[src/rtl/core_pkg.sv]
// Shared core types: register-file geometry, writeback arbiter FSM states and
// the writeback request record.
package core_pkg;

  localparam int REG_ADDR_W = 5;
  localparam int XLEN       = 32;

  typedef enum logic {
    ARB_RUN   = 1'b0,
    ARB_STALL = 1'b1
  } arb_state_t;

  typedef struct packed {
    logic                  valid;
    logic [REG_ADDR_W-1:0] rd;
    logic [XLEN-1:0]       data;
  } wb_req_t;

endpackage

[src/rtl/wb_aux_fifo.sv]
// Aux-result queue for the writeback arbiter. Each slot carries an occupied bit
// and a live bit; a younger pipe write to the same rd clears live in place.
module wb_aux_fifo
  import core_pkg::*;
#(
  parameter int DATA_W = 32,
  parameter int ADDR_W = 5,
  parameter int DEPTH  = 2,
  localparam int AW    = $clog2(DEPTH)
) (
  input  logic              clk,
  input  logic              reset,
  input  logic              i_push,
  input  logic [ADDR_W-1:0] i_push_rd,
  input  logic [DATA_W-1:0] i_push_data,
  input  logic              i_pop,
  input  logic              i_kill_en,
  input  logic [ADDR_W-1:0] i_kill_rd,
  output logic              o_head_occ,
  output logic              o_head_live,
  output logic [ADDR_W-1:0] o_head_rd,
  output logic [DATA_W-1:0] o_head_data,
  output logic [AW:0]       o_count,
  output logic [31:0]       o_pending_mask
);

  logic [AW-1:0] r_wptr, r_rptr;
  logic [AW:0]   r_count;

  logic [DEPTH-1:0]             w_occ, w_live;
  logic [DEPTH-1:0][ADDR_W-1:0] w_ent_rd;
  logic [DEPTH-1:0][DATA_W-1:0] w_ent_data;
  logic [31:0]                  w_pending;

  for (genvar i = 0; i < DEPTH; i++) begin : g_ent
    logic              r_occ, r_live;
    logic [ADDR_W-1:0] r_rd;
    logic [DATA_W-1:0] r_data;
    logic              w_wr, w_rd, w_kill;

    assign w_wr   = i_push && (r_wptr == AW'(i));
    assign w_rd   = i_pop && (r_rptr == AW'(i));
    assign w_kill = i_kill_en && r_occ && (r_rd == i_kill_rd);

    always_ff @(posedge clk or posedge reset) begin
      if (reset) begin
        r_occ  <= 1'b0;
        r_live <= 1'b0;
        r_rd   <= '0;
        r_data <= '0;
      end else if (w_wr) begin
        r_occ  <= 1'b1;
        r_live <= 1'b1;
        r_rd   <= i_push_rd;
        r_data <= i_push_data;
      end else if (w_rd) begin
        r_occ  <= 1'b0;
        r_live <= 1'b0;
      end else if (w_kill) begin
        r_live <= 1'b0;
      end
    end

    assign w_occ[i]      = r_occ;
    assign w_live[i]     = r_live;
    assign w_ent_rd[i]   = r_rd;
    assign w_ent_data[i] = r_data;
  end

  always_ff @(posedge clk or posedge reset) begin
    if (reset) begin
      r_wptr  <= '0;
      r_rptr  <= '0;
      r_count <= '0;
    end else begin
      if (i_push) r_wptr <= r_wptr + 1'b1;
      if (i_pop)  r_rptr <= r_rptr + 1'b1;
      case ({i_push, i_pop})
        2'b10:   r_count <= r_count + 1'b1;
        2'b01:   r_count <= r_count - 1'b1;
        default: r_count <= r_count;
      endcase
    end
  end

  // rd=0 is never enqueued, but bit 0 is forced low regardless.
  always_comb begin
    w_pending = '0;
    for (int i = 0; i < DEPTH; i++)
      if (w_occ[i] && w_live[i]) w_pending[w_ent_rd[i]] = 1'b1;
    w_pending[0] = 1'b0;
  end

  assign o_head_occ     = w_occ[r_rptr];
  assign o_head_live    = w_live[r_rptr];
  assign o_head_rd      = w_ent_rd[r_rptr];
  assign o_head_data    = w_ent_data[r_rptr];
  assign o_count        = r_count;
  assign o_pending_mask = w_pending;

endmodule

[src/rtl/wb_port_arbiter.sv]
// Register-file write-port arbiter: pipeline writeback always wins, aux results
// queue in a FIFO, and a starvation FSM requests a stall to drain the head.
module wb_port_arbiter
  import core_pkg::*;
#(
  parameter int DATA_W       = 32,
  parameter int ADDR_W       = 5,
  parameter int DEPTH        = 2,
  parameter int STARVE_LIMIT = 4
) (
  input  logic              clk,
  input  logic              reset,
  input  logic              pipe_wb_valid,
  input  logic [ADDR_W-1:0] pipe_wb_rd,
  input  logic [DATA_W-1:0] pipe_wb_data,
  input  logic              aux_valid,
  input  logic [ADDR_W-1:0] aux_rd,
  input  logic [DATA_W-1:0] aux_data,
  output logic              aux_ready,
  output logic              rf_we,
  output logic [ADDR_W-1:0] rf_waddr,
  output logic [DATA_W-1:0] rf_wdata,
  output logic              wb_stall_req,
  output logic [31:0]       pending_mask
);

  localparam int AW = $clog2(DEPTH);
  localparam int CW = AW + 1;
  localparam int SW = $clog2(STARVE_LIMIT + 1);
  localparam logic [CW-1:0] FULL_CNT = CW'(DEPTH);
  localparam logic [SW-1:0] LIM_M1   = SW'(STARVE_LIMIT - 1);

  logic              w_head_occ, w_head_live;
  logic [ADDR_W-1:0] w_head_rd;
  logic [DATA_W-1:0] w_head_data;
  logic [AW:0]       w_count;
  logic [31:0]       w_pending;
  logic              w_pipe_sel, w_pop, w_aux_we, w_push, w_aux_ready;

  logic              r_we;
  logic [ADDR_W-1:0] r_waddr;
  logic [DATA_W-1:0] r_wdata;
  arb_state_t        r_state;
  logic [SW-1:0]     r_starve;
  logic              r_stall;

  // A killed head never competes with the pipe; it is retired immediately.
  assign w_pipe_sel  = pipe_wb_valid && (pipe_wb_rd != '0);
  assign w_pop       = w_head_occ && (!w_head_live || !w_pipe_sel);
  assign w_aux_we    = w_pop && w_head_live;
  assign w_aux_ready = (w_count < FULL_CNT) && !reset;
  assign w_push      = aux_valid && w_aux_ready && (aux_rd != '0);

  wb_aux_fifo #(
    .DATA_W (DATA_W),
    .ADDR_W (ADDR_W),
    .DEPTH  (DEPTH)
  ) u_fifo (
    .clk            (clk),
    .reset          (reset),
    .i_push         (w_push),
    .i_push_rd      (aux_rd),
    .i_push_data    (aux_data),
    .i_pop          (w_pop),
    .i_kill_en      (w_pipe_sel),
    .i_kill_rd      (pipe_wb_rd),
    .o_head_occ     (w_head_occ),
    .o_head_live    (w_head_live),
    .o_head_rd      (w_head_rd),
    .o_head_data    (w_head_data),
    .o_count        (w_count),
    .o_pending_mask (w_pending)
  );

  always_ff @(posedge clk or posedge reset) begin
    if (reset) begin
      r_we    <= 1'b0;
      r_waddr <= '0;
      r_wdata <= '0;
    end else begin
      r_we <= w_pipe_sel || w_aux_we;
      if (w_pipe_sel) begin
        r_waddr <= pipe_wb_rd;
        r_wdata <= pipe_wb_data;
      end else if (w_aux_we) begin
        r_waddr <= w_head_rd;
        r_wdata <= w_head_data;
      end
    end
  end

  // In RUN, an occupied head that is not popped has lost to the pipe.
  always_ff @(posedge clk or posedge reset) begin
    if (reset) begin
      r_state  <= ARB_RUN;
      r_starve <= '0;
      r_stall  <= 1'b0;
    end else begin
      case (r_state)
        ARB_RUN: begin
          if (!w_head_occ || w_pop) begin
            r_starve <= '0;
          end else if (r_starve == LIM_M1) begin
            r_state <= ARB_STALL;
            r_stall <= 1'b1;
          end else begin
            r_starve <= r_starve + 1'b1;
          end
        end
        ARB_STALL: begin
          if (w_pop || !w_head_occ) begin
            r_state  <= ARB_RUN;
            r_starve <= '0;
            r_stall  <= 1'b0;
          end
        end
        default: begin
          r_state  <= ARB_RUN;
          r_starve <= '0;
          r_stall  <= 1'b0;
        end
      endcase
    end
  end

  assign aux_ready    = w_aux_ready;
  assign rf_we        = r_we;
  assign rf_waddr     = r_waddr;
  assign rf_wdata     = r_wdata;
  assign wb_stall_req = r_stall;
  assign pending_mask = w_pending;

endmodule

[config.mk]
export PLATFORM = sky130hd
export DESIGN_NAME = wb_port_arbiter
export DESIGN_NICKNAME = d
export VERILOG_FILES = /design/src/rtl/core_pkg.sv /design/src/rtl/wb_aux_fifo.sv /design/src/rtl/wb_port_arbiter.sv
export SDC_FILE = /design/constraint.sdc
export NUM_CORES = 1
export LEC_CHECK = 0
export CORE_MARGIN = 2
export CORE_UTILIZATION = 46
export CTS_BUF_LIST = sky130_fd_sc_hd__clkbuf_2
export DETAILED_ROUTE_END_ITERATION = 7
export PLACE_DENSITY = 0.81
export SETUP_SLACK_MARGIN = 0.3
export SLEW_MARGIN = 30
export SYNTH_ARGS = -nofsm -noshare
export SYNTH_HDL_FRONTEND = slang
export SYNTH_SLANG_ARGS = --single-unit
[constraint.sdc]
create_clock -name clk -period 4.6 [get_ports clk]
set_input_delay 1.38 -clock clk [delete_from_list [all_inputs] [get_ports clk]]
set_output_delay 1.38 -clock clk [all_outputs]
set_load 0.005 [all_outputs]
* Word level (Yosys, flattened, before mapping)
Cells that the tools add are included.
Cells by class: equality and inequality tests 9, order comparisons 6, add/subtract/negate cells 5, muxes and demuxes 41, bitwise gates (word level) 4, reduce and logical (&&, ||, !) cells 35
Operators with widths (count):
- $mux 32 | 6
- $or 32x32->32 | 1
- $mux 1 | 22
- $mux 5 | 4
- $logic_and 1x1->1 | 18
- $lt 5x6->1 const B | 2
- $demux 1 s5 | 2
- $eq 5x5->1 | 2
- $ge 5x1->1 const B | 2
- $reduce_bool 5->1 | 2
- $mux 3 | 3
- $reduce_bool 2->1 | 4
- $pmux 3 s2 | 1
- $reduce_bool 3->1 | 2
- $logic_not 1->1 | 4
- $ne 2x2->1 const B | 2
- $pmux 1 s2 | 2
- $pmux 2 s2 | 1
- $add 3x1->3 const B | 1
- $eq 3x2->1 const B | 1
- $logic_or 1x1->1 | 3
- $ne 3x3->1 const B | 1
- $not 1->1 | 3
- $reduce_and 3->1 | 1
- 9 further kinds | 10
Storage, ports and cells: logic and storage cells 117, input bits 78, bits in registers 125, output and inout bits 72

* Longest topological paths before layout
Gate-level depths: netlist of the first run.
depth after elaboration 8, depth in mapped cells 9, depth with buffers taken out 8

* By module
A second synthesis of the first run with hierarchy kept.
Second synthesis, totals: cells, all modules 482, area, all modules 6282.3 um^2
By module, submodules not included:
- wb_aux_fifo | area each 4137.7 um^2, cells each 322, seq. area each 2052.0 um^2, times used 1
- wb_port_arbiter | area each 2144.6 um^2, cells each 160, seq. area each 1076.0 um^2, times used 1

* Worst setup path after synthesis of the first run
Ideal clock, no wire load.
path kind input port to flip-flop, from in pipe_wb_rd[1], to reg u_fifo.r_count[1] (netlist: u_fifo.o_count[1]), setup time 0.079 ns, data required time 4.521 ns, stages 8, arrival time 3.000 ns, slack 1.521 ns, path buffers 1, path through or3_1 -> o31a_1 -> clkbuf_1 -> a21oi_1 -> a21o_1 -> ha_1 -> nor2_1 -> xor2_1
Between the ends: longest elaborated chain between the ends 7, elaborated cells between the ends (all ways) 9, classes of those cells eq/ne: 2; mux: 1; reduce/logical: 6
Ends and longest elaborated chain:
- start, declared | line wb_port_arbiter.sv:14 | input logic [ADDR_W-1:0] pipe_wb_rd,
- $reduce_bool 5->1 * | line wb_port_arbiter.sv:48 | assign w_pipe_sel = pipe_wb_valid && (pipe_wb_rd != '0);
- $logic_and 1x1->1 * | line wb_port_arbiter.sv:48
- $logic_not 1->1 * | line wb_port_arbiter.sv:49 | assign w_pop = w_head_occ && (!w_head_live || !w_pipe_sel);
- $logic_or 1x1->1 * | line wb_port_arbiter.sv:49
- $logic_and 1x1->1 * | line wb_port_arbiter.sv:49
- $eq 2x1->1 / $eq 2x2->1 (equally long branches) | line wb_aux_fifo.sv:78 | case ({i_push, i_pop})
- $pmux 2 s2 / $reduce_bool 2->1 (equally long branches)
- end signal, assigned | line wb_aux_fifo.sv:79 | 2'b10: r_count <= r_count + 1'b1;
- end signal, assigned | line wb_aux_fifo.sv:80 | 2'b01: r_count <= r_count - 1'b1;
- end signal, assigned | line wb_aux_fifo.sv:81 | default: r_count <= r_count;
- end, declared | line wb_aux_fifo.sv:28 | logic [AW:0] r_count;
Mark *: on every way between the ends. The rest lies on a longest branch, timed or not. A chain may end at the register's enable or synchronous reset.

* Worst setup path in the final report of the first run
from reg u_fifo.g_ent[0].r_occ, to out pending_mask[15]
Between the ends: longest elaborated chain between the ends 4
Ends and longest elaborated chain:
- start, declared | line wb_aux_fifo.sv:36 | logic r_occ, r_live;
- start signal, assigned | line wb_aux_fifo.sv:47 | r_occ <= 1'b0;
- start signal, assigned | line wb_aux_fifo.sv:52 | r_occ <= 1'b1;
- start signal, assigned | line wb_aux_fifo.sv:57 | r_occ <= 1'b0;
- $logic_and 1x1->1 * | line wb_aux_fifo.sv:90 | if (w_occ[i] && w_live[i]) w_pending[w_ent_rd[i]] = 1'b1;
- $mux 32 * | line wb_aux_fifo.sv:90
- $or 32x32->32 (no source line)
- $mux 32 * | line wb_aux_fifo.sv:90
- end, declared | line wb_port_arbiter.sv:24 | output logic [31:0] pending_mask
Marks and branches as above.

==> results of run 1 <==
==> logic make-up after synthesis <==
family | after synthesis | share of synthesized area (%)
muxes | 148 | 27.1
DFF | 125 | 51.3
and+or+nand+nor | 94 | 7.20
AOI/OAI and AO/OA | 85 | 8.35
buffers and inverters | 42 | 3.22
xor gates and xnor gates | 15 | 2.16
adders and majority gates | 3 | 0.616
other | 1 | 0.0615
==> state kept, by name, summed over array words and instances, names as in the netlist <==
register / cells
u_fifo.r_wptr: 1
u_fifo.g_ent.r_rd: 10
wb_stall_req: 1
rf_wdata: 32
r_state: 1
u_fifo.g_ent.r_live: 2
u_fifo.g_ent.r_data: 64
r_starve: 3
rf_we: 1
u_fifo.r_rptr: 1
u_fifo.o_count: 2
rf_waddr: 5
u_fifo.g_ent.r_occ: 2
==> metal layers <==
| metal | wire length (um) | part of all wire, % | GRT usage (%) |
|---|---|---|---|
| met5 | 0 | 0 | 0 |
| met4 | 265 | 1.8 | 8.48 |
| met3 | 902 | 6.1 | 5.94 |
| met2 | 7390 | 50 | 37.3 |
| met1 | 6220 | 42 | 26.8 |
==> worst max-delay path, delay by kind of cell (launching register included) <==
family / cells / cell delay, ps
flip-flops: 1 / 440
AO/OA/AOI/OAI: 1 / 300
AND/OR/NAND/NOR: 2 / 470
buffers and inverters: 2 / 710
==> metrics by stage <==
step	worst slack, ps	total power (W)
floorplan	1520	0.00302
global placement	717	0.00354
detailed placement	719	0.00364
CTS	547	0.00433
global route	446	0.00459
finish	623	0.00430
==> report_power, final <==
group          switching, W  leakage [nW]  total (W)  internal, W
Combinational      0.000635          1.55    0.00167      0.00103
Sequential         0.000414          1.51    0.00195      0.00154
Clock              0.000382         0.144   0.000682     0.000300
==> cells in the mapped netlist, types with 2 or more instances <==
master    instances  share of area (%)
o21ai_0          35                2.9
mux2i_1          37                6.1
buf_4             2               0.25
o31ai_1           2               0.25
xnor2_1           9                1.3
o21ai_1           4               0.33
nor4_1            2               0.21
dfrtp_1         125                 51
xor2_1            6               0.86
nand2b_1          2               0.21
or3b_2            3               0.43
a21oi_1           3               0.25
clkbuf_1         21                1.3
nand2_1          50                3.1
inv_1             6               0.37
nand4_1           3               0.31
buf_1             3               0.18
nand3_1           5               0.41
ha_1              3               0.62
buf_2             7               0.57
nand3b_1          6               0.74
or3_1             5               0.51
mux2_2          103                 19
buf_6             3               0.55
o22ai_1          31                3.2
mux2_4            8                2.0
nor2_1           15               0.92
==> path summary, 6_finish.rpt <==
| check | to | startpoint | depth (start not counted) |
|---|---|---|---|
| worst min register to register | u_fifo.o_count[0]$_DFFE_PP0P_ | u_fifo.o_count[0]$_DFFE_PP0P_ | 1 |
| worst max register to register | wb_stall_req$_DFFE_PP0P_ | u_fifo.r_rptr$_DFFE_PP0N_ | 5 |
| worst max-delay path | pending_mask[15] | u_fifo.g_ent[0].r_occ$_DFFE_PP0P_ | 5 |
| max in group asynchronous | r_starve[2]$_DFFE_PP0P_ | reset | 3 |
| min in group asynchronous | rf_wdata[30]$_DFFE_PP0P_ | reset | 2 |
| worst min-delay path | u_fifo.o_count[0]$_DFFE_PP0P_ | u_fifo.o_count[0]$_DFFE_PP0P_ | 1 |
==> cell type report <==
cell class	count	area [um2]
sequential	125	3130
timing repair buffer	157	1570
clock inverter	10	123
tap	176	220
inverter	6	26.3
fill	1087	5100
clock buffer	21	105
multi-input combinational	346	2810
==> key figures, run 1 <==
Drt
  – DRT iter0 DRCs: 272
  – Remaining antenna violation count: 0
  – Vias: 4588
  – Pre-Repair DR Iteration Count: 5
  – Via density per instance: 5.46
  – DR WL/cell: 17.6 um
  – Drc violations: 0
  – Final wirelength: 14800 um

Layout
  – Final #Nets: 734
  – Area Growth Syn to Fin: 31.0%
  – Commonest cells after routing, fill and taps aside: clkdlybuf4s50_1 (148), dfrtp_1 (124), mux2_2 (103)
  – Most common cell after layout, fill and taps aside: clkdlybuf4s50_1
  – Layout cell share with drive strength beyond 1: 23.9%
  – Final core occ: 61.0%
  – N_diodes: 0
  – Final Non-Filler Cells: 841
  – Post-route cell area: 7990 um2

Timing
  – Final TNS setup: 0 ps
  – Clock Skew: 20.4 ps
  – Final min period: 3980 ps
  – Tcrit/Tclk final: 86.5%
  – Max Clock Freq: 0.251 GHz
  – Slew @ Worst Pin: 878 ps
  – Rel. slew slack: 41.3%
  – Final count of hold timing violations: 0
  – Final setup fails: 0
  – RSZ-0062 raised after global routing: no
  – Minimum hold slack: 502 ps
  – Max Slew Vio Count: 0

Critical path
  – Crit. End Element: primary output
  – Setup CP Type: reg -> out
  – Startpoint class of the critical path: flop
  – Max incr delay on CP: 550 ps
  – Critical Path AT: 2600 ps
  – CP Max Fanout: 8
  – Reg-to-reg slack, setup: 2020 ps
  – Critical path, cell by cell: nand2_1 -> inv_1 -> nand3_1 -> o22ai_1 -> clkdlybuf4s50_1
  – Worst EP required: 3220 ps
  – Slowest cell on crit path: clkdlybuf4s50_1

Synth
  – Cell area after synthesis: 6100 um2
  – Top_reg_cell synth: dfrtp_1
  – Syn Nets: 594
  – Post-synth EDFFs: 0
  – Async set-reset flop share out of synthesis: 100%
  – Synth unique cells: 41
  – Seq/Total Area, Yosys: 51.3%
  – Synthesis-stage register bit count: 125
  – Synthesized instance count: 513
  – Syn Area/Cell: 11.9 um2
  – Synth Warn #: 0

Hold path
  – HP Class: reg -> reg

Clock tree
  – Post-CTS Resized: 0
  – Clk root buf: clkbuf_2
  – Num CTS Buffers: 17
  – CTS sink cnt: 125
  – Post-cts hold buffer count: 0
  – CTS tree: built
  – CTS clk-pin slew, worst paths: 160 ps
  – Clk buf depth: 2
  – Setup Buffers After CTS: 0
  – Clk_lat worst skew: 690 ps
  – Htree depth: 4

Pwr
  – Pleak: 3.21 nW
  – Power density over the cells: 538 nW/um2
  – VDD IR max: 0.240 mV

Place
  – Placed insts: 810
  – Post-DP HPWL: 10400 um
  – Number of port buffers: 148
  – GP Congestion: 0.864
  – Dpl cell area: 7760 um2

Global route
  – Initial antenna violation count: 0
  – Largest net degree at the start of global routing: 82
  – Total gr overflow: 0
  – First-pass GRT wire length: 24600 um
  – GRT Total Usage: 22.0%
  – Vias in the first global route: 4933

Job
  – Max Cap Viol: 0

Die
  – Ports: 150
  – DIE AREA: 14200 um2
  – Die height: 119 um
  – Die X: 119 um
  – Core Rows: 42
  – Initial core utilization: 46.6%
  – Core ar.: 13100 um2

Run status
  – Status: complete, no violations
(Power assumes the default switching activity.)
==> inputs of run 2 (changes only) <==
--- a/config.mk
+++ b/config.mk
@@ -10,6 +10,7 @@
 export CTS_BUF_LIST = sky130_fd_sc_hd__clkbuf_2
 export DETAILED_ROUTE_END_ITERATION = 7
 export PLACE_DENSITY = 0.81
+export RECOVER_POWER = 100
 export SETUP_SLACK_MARGIN = 0.3
 export SLEW_MARGIN = 30
 export SYNTH_ARGS = -nofsm -noshare
==> run 2 against run 1 <==
  * Die area is the same
  * Highest routed layer unchanged
  * The flow now finishes with violations (capacitance limit, slew limit)
  * Combinational power is 5% lower
  * Clock-buffer cell count unchanged
==> key figures, run 2 (synthesis gave the netlist of run 1 again) <==
Run status
  – Status: finished with violations
  – Failing checks: capacitance limit, slew limit

Clock tree
  – Clk_lat worst skew: 680 ps (about the same)
  – Post-cts hold buffer count: 0 (unchanged)
  – CTS sink cnt: 125 (unchanged)
  – Htree depth: 4 (unchanged)
  – Post-CTS Resized: 0 (unchanged)
  – Clk buf depth: 2 (unchanged)
  – Setup Buffers After CTS: 0 (unchanged)
  – Clk root buf: clkbuf_2
  – CTS tree: built
  – Num CTS Buffers: 17 (unchanged)
  – CTS clk-pin slew, worst paths: 160 ps (about the same)

Drt
  – DR WL/cell: 17.6 um (about the same)
  – Final wirelength: 14800 um (about the same)
  – DRT iter0 DRCs: 296 (+8.8%)
  – Pre-Repair DR Iteration Count: 5 (unchanged)
  – Vias: 4569 (-0.41%)
  – Drc violations: 0 (unchanged)
  – Via density per instance: 5.43 (-0.41%)
  – Remaining antenna violation count: 0 (unchanged)

Place
  – GP Congestion: 0.864 (unchanged)
  – Number of port buffers: 148 (unchanged)
  – Place WS: 719 ps (unchanged)
  – Placed insts: 810 (unchanged)
  – Post-DP HPWL: 10400 um (unchanged)

Global route
  – Met2 Use GR: 37.3% (unchanged)
  – First-pass GRT wire length: 24600 um (unchanged)
  – GRT Total Usage: 22.0% (unchanged)
  – GR Util met1: 26.8% (unchanged)
  – Largest net degree at the start of global routing: 82 (unchanged)
  – Initial antenna violation count: 0 (unchanged)
  – Global Route met3 Usage: 5.94% (unchanged)
  – Total gr overflow: 0 (unchanged)
  – Vias in the first global route: 4933 (unchanged)
  – GR peak layer: met2

Job
  – Max Cap Viol: 2 (+2)

Critical path
  – Startpoint class of the critical path: primary input
  – Reg-to-reg slack, setup: 1590 ps (-430 ps)
  – Slowest cell on crit path: o2111ai_1
  – Setup CP Type: in -> reg
  – Critical path, cell by cell: dlygate4sd3_1 -> or4_1 -> o2111ai_1 -> buf_4 -> mux2_2
  – Worst EP required: 5170 ps (+1950 ps)
  – CP Max Fanout: 16 (+8)
  – Critical Path AT: 4770 ps (+2170 ps)
  – Max incr delay on CP: 1460 ps (+910 ps)
  – Crit. End Element: flop

Timing
  – Tcrit/Tclk final: 91.4% (+5.0 points)
  – Slew @ Worst Pin: 1860 ps (+983 ps)
  – PnR worst setup slack: 394 ps (-229 ps)
  – RSZ-0062 raised after global routing: no
  – Rel. slew slack: -24.2% (-66 points)
  – Final count of hold timing violations: 0 (unchanged)
  – Final min period: 4210 ps (+229 ps)
  – Max Clock Freq: 0.238 GHz (-5.4%)
  – Clock Skew: 20.1 ps (-0.297 ps)
  – Final setup fails: 0 (unchanged)
  – Final TNS setup: 0 ps (unchanged)
  – Max Slew Vio Count: 55 (+55)

Layout
  – Area Growth Syn to Fin: 29.6%
  – Commonest cells after routing, fill and taps aside: dfrtp_1 (124), mux2_2 (103), clkdlybuf4s50_1 (74), dlygate4sd3_1 (74), nand2_1 (50)
  – Top reg by flops: u_fifo.g_ent.r_data
  – Most common cell after layout, fill and taps aside: dfrtp_1
  – Layout cell share with drive strength beyond 1: 21.5% (-2.4 points)
  – N_diodes: 0 (unchanged)
  – Final Non-Filler Cells: 841 (unchanged)
  – Max FFs per register: 64 (unchanged)
  – Final core occ: 60.4% (-0.64 points)
  – Final #Nets: 734 (unchanged)

Die
  – Die X: 119 um (unchanged)
  – DIE AREA: 14200 um2 (unchanged)
  – Core ar.: 13100 um2 (unchanged)
  – Core Rows: 42 (unchanged)
  – Initial core utilization: 46.6% (unchanged)
  – Ports: 150 (unchanged)
  – Die height: 119 um (unchanged)

Pwr
  – Power density over the cells: 531 nW/um2 (-1.3%)
  – Pleak: 3.31 nW (+3.1%)
  – VDD IR max: 0.238 mV (-0.95%)

Hold path
  – HP Class: reg -> reg
-- run 2: changes by cell type in the layout (fill, tap and decap cells not counted), sizes merged --
cell           before  now
dlygate4sd3         0   74
clkbuf             21   26
clkdlybuf4s50     148   74
buf                 9    4
-- run 2: final timing paths --
kind                                                          end  cells past startpoint                          start
setup / recovery            u_fifo.g_ent[1].r_data[3]$_DFFE_PP0P_                      5                      aux_rd[1]
min in group asynchronous                rf_wdata[30]$_DFFE_PP0P_                      2                          reset
hold / removal                      u_fifo.o_count[0]$_DFFE_PP0P_                      1  u_fifo.o_count[0]$_DFFE_PP0P_
max in group asynchronous                 r_starve[2]$_DFFE_PP0P_                      3                          reset
setup reg to reg           u_fifo.g_ent[0].r_data[23]$_DFFE_PP0P_                      6  u_fifo.o_count[1]$_DFFE_PP0P_
hold reg to reg                     u_fifo.o_count[0]$_DFFE_PP0P_                      1  u_fifo.o_count[0]$_DFFE_PP0P_
-- run 2: layout make-up --
cell class	count	area, um2
clock buffers	21	105
clock inverters	10	123
multi-input cells	346	2740
well taps	176	220
inverters	6	23.8
repair buffers	157	1560
flip-flops and latches	125	3130
fillers	1107	5180
-- run 2: per-layer routing --
layer | wire length (um) | up-vias | share of wire (%)
met2 | 7450 | 157 | 50
li1 | - | 2124 | -
met1 | 6100 | 2265 | 41
met5 | 0 | - | 0
met3 | 979 | 23 | 6.6
met4 | 255 | 0 | 1.7
-- run 2: metrics by stage --
step	area, um2	hold WS (ps)	total power [W]
after floorplan	6100	442	0.00302
after global placement	7760	471	0.00354
after detailed placement	7760	477	0.00364
after CTS	7990	497	0.00433
after global routing	7900	541	0.00450
final	7900	501	0.00420
-- run 2: worst max-delay path, delay by kind of cell --
kind / cells / cell delay [ps]
compound gates: 1 / 1460
buf+inv: 2 / 980
simple gates: 1 / 600
mux: 1 / 350
-- run 2: power breakdown --
| group | total (W) | internal, W | switching [W] |
|---|---|---|---|
| clock network | 0.000679 | 0.000300 | 0.000379 |
| registers | 0.00194 | 0.00154 | 0.000400 |
| logic | 0.00158 | 0.000954 | 0.000629 |
| total | 0.00420 | 0.00279 | 0.00141 |
